`src/rtl/mem_bus_router.sv`:
```
// Registered CPU bus router: decodes the address into NSLAVE regions, issues one strobe per transaction
// and returns read data/status. Define BUS_TIMEOUT_EN to abort stalled slaves with an m_err completion.
module mem_bus_router #(
    parameter int                       NSLAVE       = 4,
    parameter int                       ADDR_W       = 16,
    parameter int                       DATA_W       = 16,
    parameter logic [NSLAVE*ADDR_W-1:0] REGION_BASE  = {16'h4c00, 16'h1000, 16'h0001, 16'h0000},
    parameter logic [NSLAVE*ADDR_W-1:0] REGION_LIMIT = {16'hffff, 16'h4bff, 16'h0002, 16'h0000},
    parameter int                       DEFAULT_SLV  = 3,
    parameter int                       TIMEOUT      = 255
) (
    input  logic                     clk,
    input  logic                     rst_n,
    input  logic [ADDR_W-1:0]        m_addr,
    input  logic [DATA_W-1:0]        m_wdata,
    input  logic                     m_rd,
    input  logic                     m_wr,
    input  logic                     m_instr,
    output logic [DATA_W-1:0]        m_rdata,
    output logic                     m_busy,
    output logic                     m_ready,
    output logic                     m_err,
    output logic [ADDR_W-1:0]        s_addr,
    output logic [DATA_W-1:0]        s_wdata,
    output logic [NSLAVE-1:0]        s_rd,
    output logic [NSLAVE-1:0]        s_wr,
    input  logic [NSLAVE*DATA_W-1:0] s_rdata,
    input  logic [NSLAVE-1:0]        s_ready
);
    localparam int SEL_W = (NSLAVE > 1) ? $clog2(NSLAVE) : 1;

    typedef enum logic [2:0] {S_IDLE, S_REQ, S_WAIT, S_DONE, S_HOLD} state_t;

    state_t            state_q, state_d;
    logic [SEL_W-1:0]  sel_q, sel_d;
    logic              is_wr_q, is_wr_d;
    logic [ADDR_W-1:0] s_addr_q, s_addr_d;
    logic [DATA_W-1:0] s_wdata_q, s_wdata_d;
    logic [NSLAVE-1:0] s_rd_q, s_rd_d;
    logic [NSLAVE-1:0] s_wr_q, s_wr_d;
    logic [DATA_W-1:0] m_rdata_q, m_rdata_d;
    logic              m_ready_q, m_ready_d;
    logic              m_busy_q, m_busy_d;
`ifdef BUS_TIMEOUT_EN
    logic [7:0]        cnt_q, cnt_d;
    logic              m_err_q, m_err_d;
`endif

    logic [SEL_W-1:0]  dec_sel;
    logic [ADDR_W-1:0] dec_base;
    logic              sel_ready;
    logic [DATA_W-1:0] sel_rdata;

    // Descending scan so the lowest matching index is the one left standing.
    always_comb begin
        dec_sel = SEL_W'(DEFAULT_SLV);
        if (!m_instr) begin
            for (int i = NSLAVE - 1; i >= 0; i--) begin
                if (m_addr >= REGION_BASE[i*ADDR_W +: ADDR_W] &&
                    m_addr <= REGION_LIMIT[i*ADDR_W +: ADDR_W])
                    dec_sel = SEL_W'(i);
            end
        end
        dec_base = REGION_BASE[int'(dec_sel)*ADDR_W +: ADDR_W];
    end

    assign sel_ready = s_ready[sel_q];
    assign sel_rdata = s_rdata[int'(sel_q)*DATA_W +: DATA_W];

    always_comb begin
        state_d   = state_q;
        sel_d     = sel_q;
        is_wr_d   = is_wr_q;
        s_addr_d  = s_addr_q;
        s_wdata_d = s_wdata_q;
        s_rd_d    = '0;
        s_wr_d    = '0;
        m_rdata_d = m_rdata_q;
`ifdef BUS_TIMEOUT_EN
        cnt_d     = cnt_q;
        m_err_d   = 1'b0;
`endif
        case (state_q)
            S_IDLE: begin
                if (m_rd || m_wr) begin
                    sel_d     = dec_sel;
                    is_wr_d   = m_wr;
                    s_addr_d  = m_addr - dec_base;
                    s_wdata_d = m_wdata;
                    if (m_wr) s_wr_d[dec_sel] = 1'b1;
                    else      s_rd_d[dec_sel] = 1'b1;
                    state_d   = S_REQ;
                end
            end
            S_REQ, S_WAIT: begin
                if (sel_ready) begin
                    m_rdata_d = is_wr_q ? '0 : sel_rdata;
                    state_d   = S_DONE;
                end else begin
                    state_d = S_WAIT;
`ifdef BUS_TIMEOUT_EN
                    if (state_q == S_REQ) begin
                        cnt_d = '0;
                    end else if (cnt_q == 8'(TIMEOUT - 1)) begin
                        m_err_d   = 1'b1;
                        m_rdata_d = '0;
                        state_d   = S_DONE;
                    end else begin
                        cnt_d = cnt_q + 8'd1;
                    end
`endif
                end
            end
            S_DONE: state_d = S_HOLD;
            // A level request stays asserted past completion; wait for it to drop before re-arming.
            S_HOLD: if (!m_rd && !m_wr) state_d = S_IDLE;
            default: state_d = S_IDLE;
        endcase
        m_busy_d  = (state_d == S_REQ) || (state_d == S_WAIT);
        m_ready_d = (state_d == S_DONE);
    end

    always_ff @(posedge clk or negedge rst_n) begin
        if (!rst_n) begin
            state_q   <= S_IDLE;
            sel_q     <= '0;
            is_wr_q   <= 1'b0;
            s_addr_q  <= '0;
            s_wdata_q <= '0;
            s_rd_q    <= '0;
            s_wr_q    <= '0;
            m_rdata_q <= '0;
            m_ready_q <= 1'b0;
            m_busy_q  <= 1'b0;
`ifdef BUS_TIMEOUT_EN
            cnt_q     <= '0;
            m_err_q   <= 1'b0;
`endif
        end else begin
            state_q   <= state_d;
            sel_q     <= sel_d;
            is_wr_q   <= is_wr_d;
            s_addr_q  <= s_addr_d;
            s_wdata_q <= s_wdata_d;
            s_rd_q    <= s_rd_d;
            s_wr_q    <= s_wr_d;
            m_rdata_q <= m_rdata_d;
            m_ready_q <= m_ready_d;
            m_busy_q  <= m_busy_d;
`ifdef BUS_TIMEOUT_EN
            cnt_q     <= cnt_d;
            m_err_q   <= m_err_d;
`endif
        end
    end

    assign m_rdata = m_rdata_q;
    assign m_busy  = m_busy_q;
    assign m_ready = m_ready_q;
    assign s_addr  = s_addr_q;
    assign s_wdata = s_wdata_q;
    assign s_rd    = s_rd_q;
    assign s_wr    = s_wr_q;
`ifdef BUS_TIMEOUT_EN
    assign m_err   = m_err_q;
`else
    assign m_err   = 1'b0;
`endif

endmodule
```
`config.mk`:
```
export PLATFORM = sky130hd
export DESIGN_NAME = mem_bus_router
export DESIGN_NICKNAME = d
export VERILOG_FILES = /design/src/rtl/mem_bus_router.sv
export SDC_FILE = /design/constraint.sdc
export NUM_CORES = 1
export LEC_CHECK = 0
export ABC_AREA = 1
export CAP_MARGIN = 10
export CORE_ASPECT_RATIO = 1.5
export CORE_MARGIN = 4
export CORE_UTILIZATION = 46
export DETAILED_ROUTE_END_ITERATION = 7
export GPL_TIMING_DRIVEN = 0
export PLACE_DENSITY = 0.91
export REMOVE_ABC_BUFFERS = 1
export SLEW_MARGIN = 40
export SYNTH_ARGS = -nofsm -noshare
export SYNTH_HDL_FRONTEND = slang
export SYNTH_SLANG_ARGS = --single-unit
```
`constraint.sdc`:
```
create_clock -name clk -period 3.95 [get_ports clk]
set_clock_uncertainty 0.1 [all_clocks]
set_input_delay 1.185 -clock clk [delete_from_list [all_inputs] [get_ports clk]]
set_output_delay 1.185 -clock clk [all_outputs]
set_load 0.02 [all_outputs]
```
# [Word level (Yosys, flattened, before mapping)]
# Index checks and enable logic that the tools add are counted.
[op_classes] n_addsub=1 n_lt_le_gt_ge=9 n_eq_ne=7 shifts=2 n_mux=19 reduce_logical=13
[op_table] operator="$shiftx A64 B7 Y16" n=1
[op_table] operator="$shiftx A64 B7 Y16 const A" n=1
[op_table] operator="$ge A16 B1 Y1 const B" n=2
[op_table] operator="$mux W4" n=6
[op_table] operator="$ge A16 B13 Y1 const B" n=1
[op_table] operator="$le A16 B1 Y1 const B" n=1
[op_table] operator="$le A16 B15 Y1 const B" n=1
[op_table] operator="$le A16 B2 Y1 const B" n=1
[op_table] operator="$mux W16" n=1
[op_table] operator="$sub A16 B16 Y16" n=1
[op_table] operator="$eq A3 B2 Y1 const B" n=4
[op_table] operator="$pmux W3 S4" n=1
[op_table] operator="$eq A3 B1 Y1 const B" n=2
[op_table] operator="$lt A2 B3 Y1 const B" n=2
[op_table] operator="$mux W2" n=3
[op_table] operator="$mux W3" n=2
[op_table] operator="$logic_and A1 B1 Y1" n=5
[op_table] operator="$mux W1" n=4
[op_table] operator="$reduce_and A2 Y1" n=2
[op_table] operator="$eq A3 B3 Y1 const B" n=1
[op_table] operator="$logic_not A3 Y1" n=1
[op_table] operator="$bmux W1 S2" n=1
[op_table] operator="$demux W1 S2" n=1
[op_table] operator="$ge A2 B1 Y1 const B" n=1
[op_table] operator="3 further kinds" n=5
[totals] register_bits=64 input_bits=105

# [Logic depth before layout (Yosys ltp)]
# Gate-level depths: netlist of the first run.
[depth] depth_word=13 ltp_mapped=17 depth_no_buf=17

# [Worst setup path before layout of the first run]
# Ideal clock, no wire load.
[synth_timing] path_type="input port to flip-flop" start="input m_addr[4]" end="register s_addr_q[13], in the netlist s_addr[13]" t_arrival_ns=2.776 path_slack_ns=0.957 cell_stages=17 n_path_buf=0 path_cell_list="nor2_1 -> nand2_1 -> nor2_1 -> nand3_1 -> nand2_1 -> nand2_2 -> nand2_2 -> ha_1 -> inv_1 -> nor2_1 -> nand2_1 -> nor2_1 -> o21ai_1 -> nand2_1 -> nand2_1 -> nand3_1 -> nand2_1"
[synth_between] elab_chain_len=8 elab_cells_between_ends=15
[synth_lines] element="start, declared" line_no="14" rtl="input logic [ADDR_W-1:0] m_addr,"
[synth_lines] element="$ge A16 B13 Y1 or $le A16 B15 Y1 (tied branches)" line_no="59, 60"
[synth_lines] element="$logic_and A1 B1 Y1" line_no="59" rtl="if (m_addr >= REGION_BASE[i*ADDR_W +: ADDR_W] &&"
[synth_lines] element="$mux W1" line_no="59"
[synth_lines] element="$mux W2 (2 in series)" line_no="59"
[synth_lines] element="$mux W2" line_no="57" rtl="if (!m_instr) begin"
[synth_lines] element="$shiftx A64 B7 Y16" line_no="64" rtl="dec_base = REGION_BASE[int'(dec_sel)*ADDR_W +: ADDR_W];"
[synth_lines] element="$sub A16 B16 Y16 *" line_no="88" rtl="s_addr_d = m_addr - dec_base;"
[synth_lines] element="end signal, assigned" line_no="143" rtl="s_addr_q <= s_addr_d;"
[synth_lines] element="end, declared" line_no="37" rtl="logic [ADDR_W-1:0] s_addr_q, s_addr_d;"
# Mark *: on every way between the ends. The rest lies on a longest branch, timed or not.
# A chain may end at the register's enable or synchronous reset.

# [Final worst setup path of the first run]
[layout_timing] start="input m_addr[6]" end="register s_addr_q[15], in the netlist s_addr[15]"
# The elaborated chain is that of the path after synthesis.

==> impl_metrics.py, run 1 <==
metrics = {
    "setup_path": {
        "r2r-end": "s_rd[0]",
        "critPathArrivalTime_ps": 3800,
        "r2r_cells": 6,
        "startpoint": "m_addr[6]",
        "r2r_start": "state_q[0]",
        "cp_max_fo": 8,
        "worstSetupPathType": "in2reg",
        "r2r_slack_ps": 1370,
        "crit_path_end_kind": "flop",
        "startpoint_type": "input port",
        "required_ps": 4070,
    },
    "floorplanning": {
        "chipHeight_um": 117.4,
        "ios": 164,
        "die_x_um": 80.94,
        "rows": 39,
        "start_util_pct": 47.61,
        "core-area_mm2": 0.007710,
        "dieArea_mm2": 0.009503,
    },
    "detailed_routing": {
        "first_pass_iters": 6,
        "drt-initial-drc-count": 195,
        "final_antenna_net_count": 0,
        "drt-wirelength-per-cell_um": 15.33,
        "via_per_inst": 5.113,
        "vias": 3968,
        "wl_um": 11900,
        "drc": 0,
    },
    "placed_design": {
        "dp_hpwl_um": 8924,
        "place_congestion": 0.8517,
        "io_buffers": 162,
    },
    "cts": {
        "cts_resized": 0,
        "htree_levels": 3,
        "cts_made_buffers": 9,
        "insertion_delay_ps": 320,
        "cts_hold_buf": 0,
        "clkTransAtPathRegs_ps": 50,
        "root_buffer": "clkbuf_16",
        "clk_path_buf_depth": 2,
        "postCtsSetupRepairBufs": 0,
        "cts_tree": "built",
        "cts_sinks": 64,
    },
    "timing": {
        "hold_ws_ps": 368.0,
        "rsz0062_at_grt": "no",
        "slew_viol_final": 0,
        "max_slew_margin_pct": 50.15,
        "post-route-period-util_pct": 93.30,
        "period_needed_ps": 3685,
        "hold_viol": 0,
        "worst_pin_slew_ps": 746.0,
        "setup_viol": 0,
        "fmax_mhz": 271.3,
    },
    "global_routing": {
        "grt_pass1_wl_um": 18400,
        "grt.overflow.total": 0,
        "grt_pass1_vias": 3748,
        "grt_antenna_before_repair": 0,
        "grt_max_degree": 45,
        "grt_usage_pct": 24.83,
    },
    "yosys": {
        "yosys_warnings": 0,
        "synth_cell_types": 30,
        "synth_area_per_cell_um2": 7.101,
        "ys_ff_latch": 64,
        "ys_top_cells_by_area": "dfrtp_1 44%, nand2_1 21%, nand3_1 9.4%, nor2_1 4.5%, o21ai_1 4.2%",
        "synth_cells": 517,
        "syn_area_mm2": 0.003671,
        "yosysTopAreaCell": "dfrtp_1",
        "netlist.area_leader.share_pct": 43.63,
        "seq_area_frac_synth_pct": 43.63,
    },
    "hold_path": {
        "min_path_cells": 2,
        "hold_end": "s_wdata[10]",
        "hold_start": "s_wdata[10]",
        "hp-class": "reg2reg",
    },
    "run": {
        "drv_cap": 0,
    },
    "final_layout": {
        "fin_nets": 780,
        "synthToLayoutAreaGrowth_pct": 53.24,
        "antennaDiodeCount": 0,
        "fin_util_pct": 72.96,
        "nFillCells": 584,
        "drive_above_1_share_pct": 7.270,
    },
    "power": {
        "ir_drop_mv": 0.5406,
        "power.density_mw_per_mm2": 702.2,
        "power.leakage_nw": 2.640,
    },
    "status": {
        "outcome": "completed",
    },
}
-- per-layer routing --
layer | track usage, % | routed length (µm) | vias to the layer above
met3 | 7.669 | 1253 | 27
met2 | 43.93 | 5989 | 167
li1 | - | - | 1942
met4 | 10.15 | 303 | 0
met1 | 26.50 | 4349 | 1832
met5 | 0 | 0 | -
-- through the flow --
stage / instance area (µm²) / TNS, ps / total power, mW / setup WS, ps / instances
after floorplan: 3545 / 0 / 2.231 / 952.8 / 495
after global placement: 5294 / -32960 / 3.086 / -476.4 / 759
after detailed placement: 5318 / -13.13 / 3.169 / -8.352 / 760
after CTS: 5625 / 0 / 3.987 / 304.9 / 776
after global routing: 5625 / 0 / 4.217 / 3.957 / 776
final: 5625 / 0 / 3.950 / 264.6 / 776
-- state kept, by name (all words and copies together), names as in the netlist --
name	flops
s_wdata	16
s_addr	16
state_q	3
m_rdata	16
sel_q	2
s_rd	4
m_ready	1
is_wr_q	1
m_busy	1
s_wr	4
-- cell type report --
| type | instances | area [µm²] | area share [%] |
|---|---|---|---|
| repair buffers | 163 | 1639 | 29.14 |
| clock buffers | 11 | 252.7 | 4.493 |
| flip-flops and latches | 64 | 1603 | 28.49 |
| well taps | 102 | 127.6 | 2.269 |
| clock inverters | 5 | 55.05 | 0.9786 |
| inverters | 36 | 137.6 | 2.447 |
| multi-input cells | 395 | 1810 | 32.18 |
-- critical path: stages --
cell             delay (ps)
clkdlybuf4s50_1         560
nor2_1                   60
nand2_1                 190
nor2_1                   70
nand3_1                  80
nand2_1                  70
nand2_2                 190
nand2_2                 150
ha_1                    380
inv_1                    70
nor2_1                  220
nand2_1                  90
nor2_1                  110
nand2_1                  80
nand3_1                  80
nand2_1                  60
nand3_1                  80
nand2_1                  60
-- cells in the mapped netlist, drive strengths merged --
library cell  number
nand3             70
dfrtp             64
a31oi              1
nor2              48
or2                1
clkbuf             7
nand2            214
xor2               6
inv               35
nand4              3
xnor2              2
clkinv             1
ha                 6
nor3               5
conb               1
nand3b             1
a21oi              2
buf               15
o21ai             35
-- kinds of logic after synthesis --
kind of cell	after synthesis	share of synthesized area, %
other cells	1	0.1022
fa+ha+maj	6	2.045
xor+xnor	8	1.909
simple gates	342	39.40
flops	64	43.63
buf+inv	58	7.192
compound gates	38	5.726
-- power breakdown --
group	leakage [nW]	internal, mW	switching, mW	total [mW]
logic	1.68	0.820	1.17	1.99
clock network	0.148	0.520	0.279	0.798
registers	0.808	0.936	0.228	1.16
total	2.64	2.28	1.67	3.95
-- cells in the final DEF (no fill, tap or decap), drive strengths merged, types with 2 or more instances in the layout --
| cell | netlist | routed |
|---|---|---|
| xnor2 | 2 | 2 |
| xor2 | 6 | 6 |
| nand2 | 214 | 214 |
| nor3 | 5 | 5 |
| ha | 6 | 6 |
| o21ai | 35 | 35 |
| dfrtp | 64 | 64 |
| nor2 | 48 | 48 |
| inv | 35 | 35 |
| nand4 | 3 | 3 |
| nand3 | 70 | 70 |
| buf | 15 | 2 |
| a21oi | 2 | 2 |
| clkinvlp | 0 | 2 |
| clkdlybuf4s50 | 0 | 161 |
| clkbuf | 7 | 11 |
| clkinv | 1 | 3 |
-- how the worst max path moves through the flow --
stage,slack [ps],depth (start not counted),endpoint
after floorplan,950,17,s_addr[13]
after global placement,-480,1,s_wdata[14]
after detailed placement,-8,18,s_addr[13]
after CTS,300,18,s_addr[13]
after global routing,4,18,s_addr[13]
final,260,18,s_addr[15]
Note: power is estimated with default switching activity, not from simulation.
==> inputs of run 2 (changes only) <==
--- a/config.mk
+++ b/config.mk
@@ -6,13 +6,13 @@
 export NUM_CORES = 1
 export LEC_CHECK = 0
 export ABC_AREA = 1
-export CAP_MARGIN = 10
+export CAP_MARGIN = 20
 export CORE_ASPECT_RATIO = 1.5
 export CORE_MARGIN = 4
 export CORE_UTILIZATION = 46
 export DETAILED_ROUTE_END_ITERATION = 7
 export GPL_TIMING_DRIVEN = 0
-export PLACE_DENSITY = 0.91
+export PLACE_DENSITY_LB_ADDON = 0.25
 export REMOVE_ABC_BUFFERS = 1
 export SLEW_MARGIN = 40
 export SYNTH_ARGS = -nofsm -noshare
==> run 2 against run 1 <==
- design area is 0.65% lower
- flip-flop and latch count stayed put
- non-clock buffer count stayed put
- combinational power hardly changed
- register-to-register slack better by 60 ps
- cell count stayed put
- via count is 2.0% lower
- maximum frequency is 0.45% higher
- total power is 2.5% lower
- clock power is 11% lower
- sequential share of layout area is 0.18 points higher
- sequential power hardly changed
- critical path type unchanged
- highest routed layer unchanged
==> impl_metrics.py, run 2 (synthesis results as in run 1) <==
metrics = {
    "final_layout": {
        "final_cell_mix": "207 x nand2_1, 161 x clkdlybuf4s50_1, 69 x nand3_1",
        "fin_nets": 780,
        "fin_area_mm2": 0.005589,
        "fin_util_pct": 72.49,
        "synthToLayoutAreaGrowth_pct": 52.25,
        "drive_above_1_share_pct": 6.973,
        "antennaDiodeCount": 0,
        "final-instance-count-excl-fill": 776,
        "final_common_cell": "nand2_1",
    },
    "hold_path": {
        "hold_start": "s_wdata[12]",
        "hold_end": "s_wdata[12]",
        "hp-class": "reg2reg",
        "min_path_cells": 2,
    },
    "power": {
        "power.density_mw_per_mm2": 688.9,
        "ir_drop_mv": 0.5158,
        "p_int_mw": 2.193,
        "p_switching_mw": 1.657,
        "combPwrFrac_pct": 51.4,
        "p_clk_share_pct": 18.4,
        "seqPwrFrac_pct": 30.1,
        "switching_share_pct": 43.04,
        "power.leakage_nw": 2.629,
    },
    "timing": {
        "post-route-period-util_pct": 92.88,
        "period_needed_ps": 3669,
        "slew_viol_final": 0,
        "finalSetupTns_ps": 0,
        "max_slew_margin_pct": 51.89,
        "worst_slack_ps": 281.3,
        "worst_pin_slew_ps": 720.0,
        "hold_viol": 0,
        "setup_viol": 0,
        "rsz0062_at_grt": "no",
        "fmax_mhz": 272.6,
    },
    "run": {
        "drv_cap": 0,
    },
    "global_routing": {
        "grt_max_degree": 45,
        "grt.overflow.total": 0,
        "grt_usage_pct": 24.44,
        "grt_pass1_wl_um": 18270,
        "grt_pass1_vias": 3790,
        "grt_antenna_before_repair": 0,
    },
    "floorplanning": {
        "core-area_mm2": 0.007710,
        "rows": 39,
        "ios": 164,
        "dieArea_mm2": 0.009503,
        "start_util_pct": 47.61,
        "chipHeight_um": 117.4,
        "die_x_um": 80.94,
    },
    "cts": {
        "root_buffer": "clkbuf_16",
        "cts_made_buffers": 9,
        "clk_path_buf_depth": 2,
        "cts_tree": "built",
        "cts_hold_buf": 0,
        "htree_levels": 3,
        "insertion_delay_ps": 320,
        "cts_sinks": 64,
        "clkTransAtPathRegs_ps": 50,
    },
    "setup_path": {
        "r2r_slack_ps": 1430,
        "cp_max_fo": 8,
        "r2r_start": "state_q[0]",
        "critPathArrivalTime_ps": 3780,
        "required_ps": 4060,
        "crit_path_end_kind": "flop",
        "r2r_cells": 6,
        "worstSetupPathType": "in2reg",
        "startpoint_type": "input port",
        "r2r-end": "s_rd[0]",
    },
    "detailed_routing": {
        "dr.max_layer_used": "met4",
        "wl_um": 11690,
        "vias": 3888,
        "final_antenna_net_count": 0,
        "wl_met2_um": 6020,
        "first_pass_iters": 4,
        "drt-initial-drc-count": 147,
        "wl_met3_um": 1041,
        "drt-wirelength-per-cell_um": 15.07,
        "wl_met1_um": 4355,
        "via_per_inst": 5.010,
        "drc": 0,
    },
    "placed_design": {
        "post_dp_cell_area_mm2": 0.005318,
        "dp_hpwl_um": 8876,
        "place_congestion": 0.8898,
        "placed_cells": 760,
        "io_buffers": 162,
        "place_worst_setup_slack_ps": -86.92,
    },
    "status": {
        "outcome": "completed",
    },
}
[run 2: cell count changes in the layout (fill, tap and decap cells not counted), sizes merged]
| cell | delta |
|---|---|
| bufinv | -1 |
| clkbuf | +1 |
| clkinvlp | -2 |
| clkinv | +2 |
[run 2: repair_timing]
item | in CTS | in global routing
gates resized for setup | 0 | 1
setup buffers | 0 | 0
endpoints found under the setup margin | 0 | 1
hold endpoints to repair | 0 | 0
[run 2: cell type report]
class	count	area, µm²
fillers	672	2121
multi-input cells	395	1815
repair buffers	163	1639
flip-flops and latches	64	1603
clock buffers	12	246.5
inverters	36	137.6
well taps	102	127.6
clock inverters	4	20.02
[run 2: through the flow]
step | total power [mW] | hold WS, ps
finish | 3.850 | 371.9
global route | 4.117 | 391.9
CTS | 3.885 | 371.2
detailed placement | 3.156 | 358.4
global placement | 3.099 | 353.6
floorplan | 2.231 | 398.7
[run 2: routing by layer]
| metal | up-vias | track usage (%) |
|---|---|---|
| met4 | 0 | 9.302 |
| met3 | 21 | 6.825 |
| met1 | 1789 | 26.86 |
| met2 | 137 | 43.26 |
| met5 | - | 0 |
| li1 | 1941 | - |
[run 2: critical path, cell delays in order]
cell and delay [ps]:
clkdlybuf4s50_1 570, nor2_4 230, nand2_1 80, nor2_1 160
nand3_1 90, nand2_1 80, nand2_2 140, nand2_2 180
ha_1 230, inv_1 80, nor2_1 210, nand2_1 110
nor2_1 90, o21ai_1 80, nand2_1 70, nand2_1 40
nand3_1 90, nand2_1 60
[run 2: worst max path at each step]
stage,start,to,slack (ps),cells after the start
finish,m_addr[9],s_addr[13],280,18
global route,m_addr[13],s_addr[13],20,18
CTS,m_addr[9],s_addr[13],250,18
detailed placement,m_addr[9],s_addr[13],-90,18
global placement,rst_n,s_wdata[13],-500,1
floorplan,m_addr[4],s_addr[13],950,17
[run 2: power groups by stage]
stage	Sequential (mW)	Combinational [mW]	Clock, mW
6_report	1.16	1.98	0.710
5_1_grt	1.20	2.16	0.752
4_1_cts	1.16	2.00	0.725
3_5_place_dp	1.16	1.99	0
3_3_place_gp	1.15	1.95	0
2_1_floorplan	1.42	0.813	0
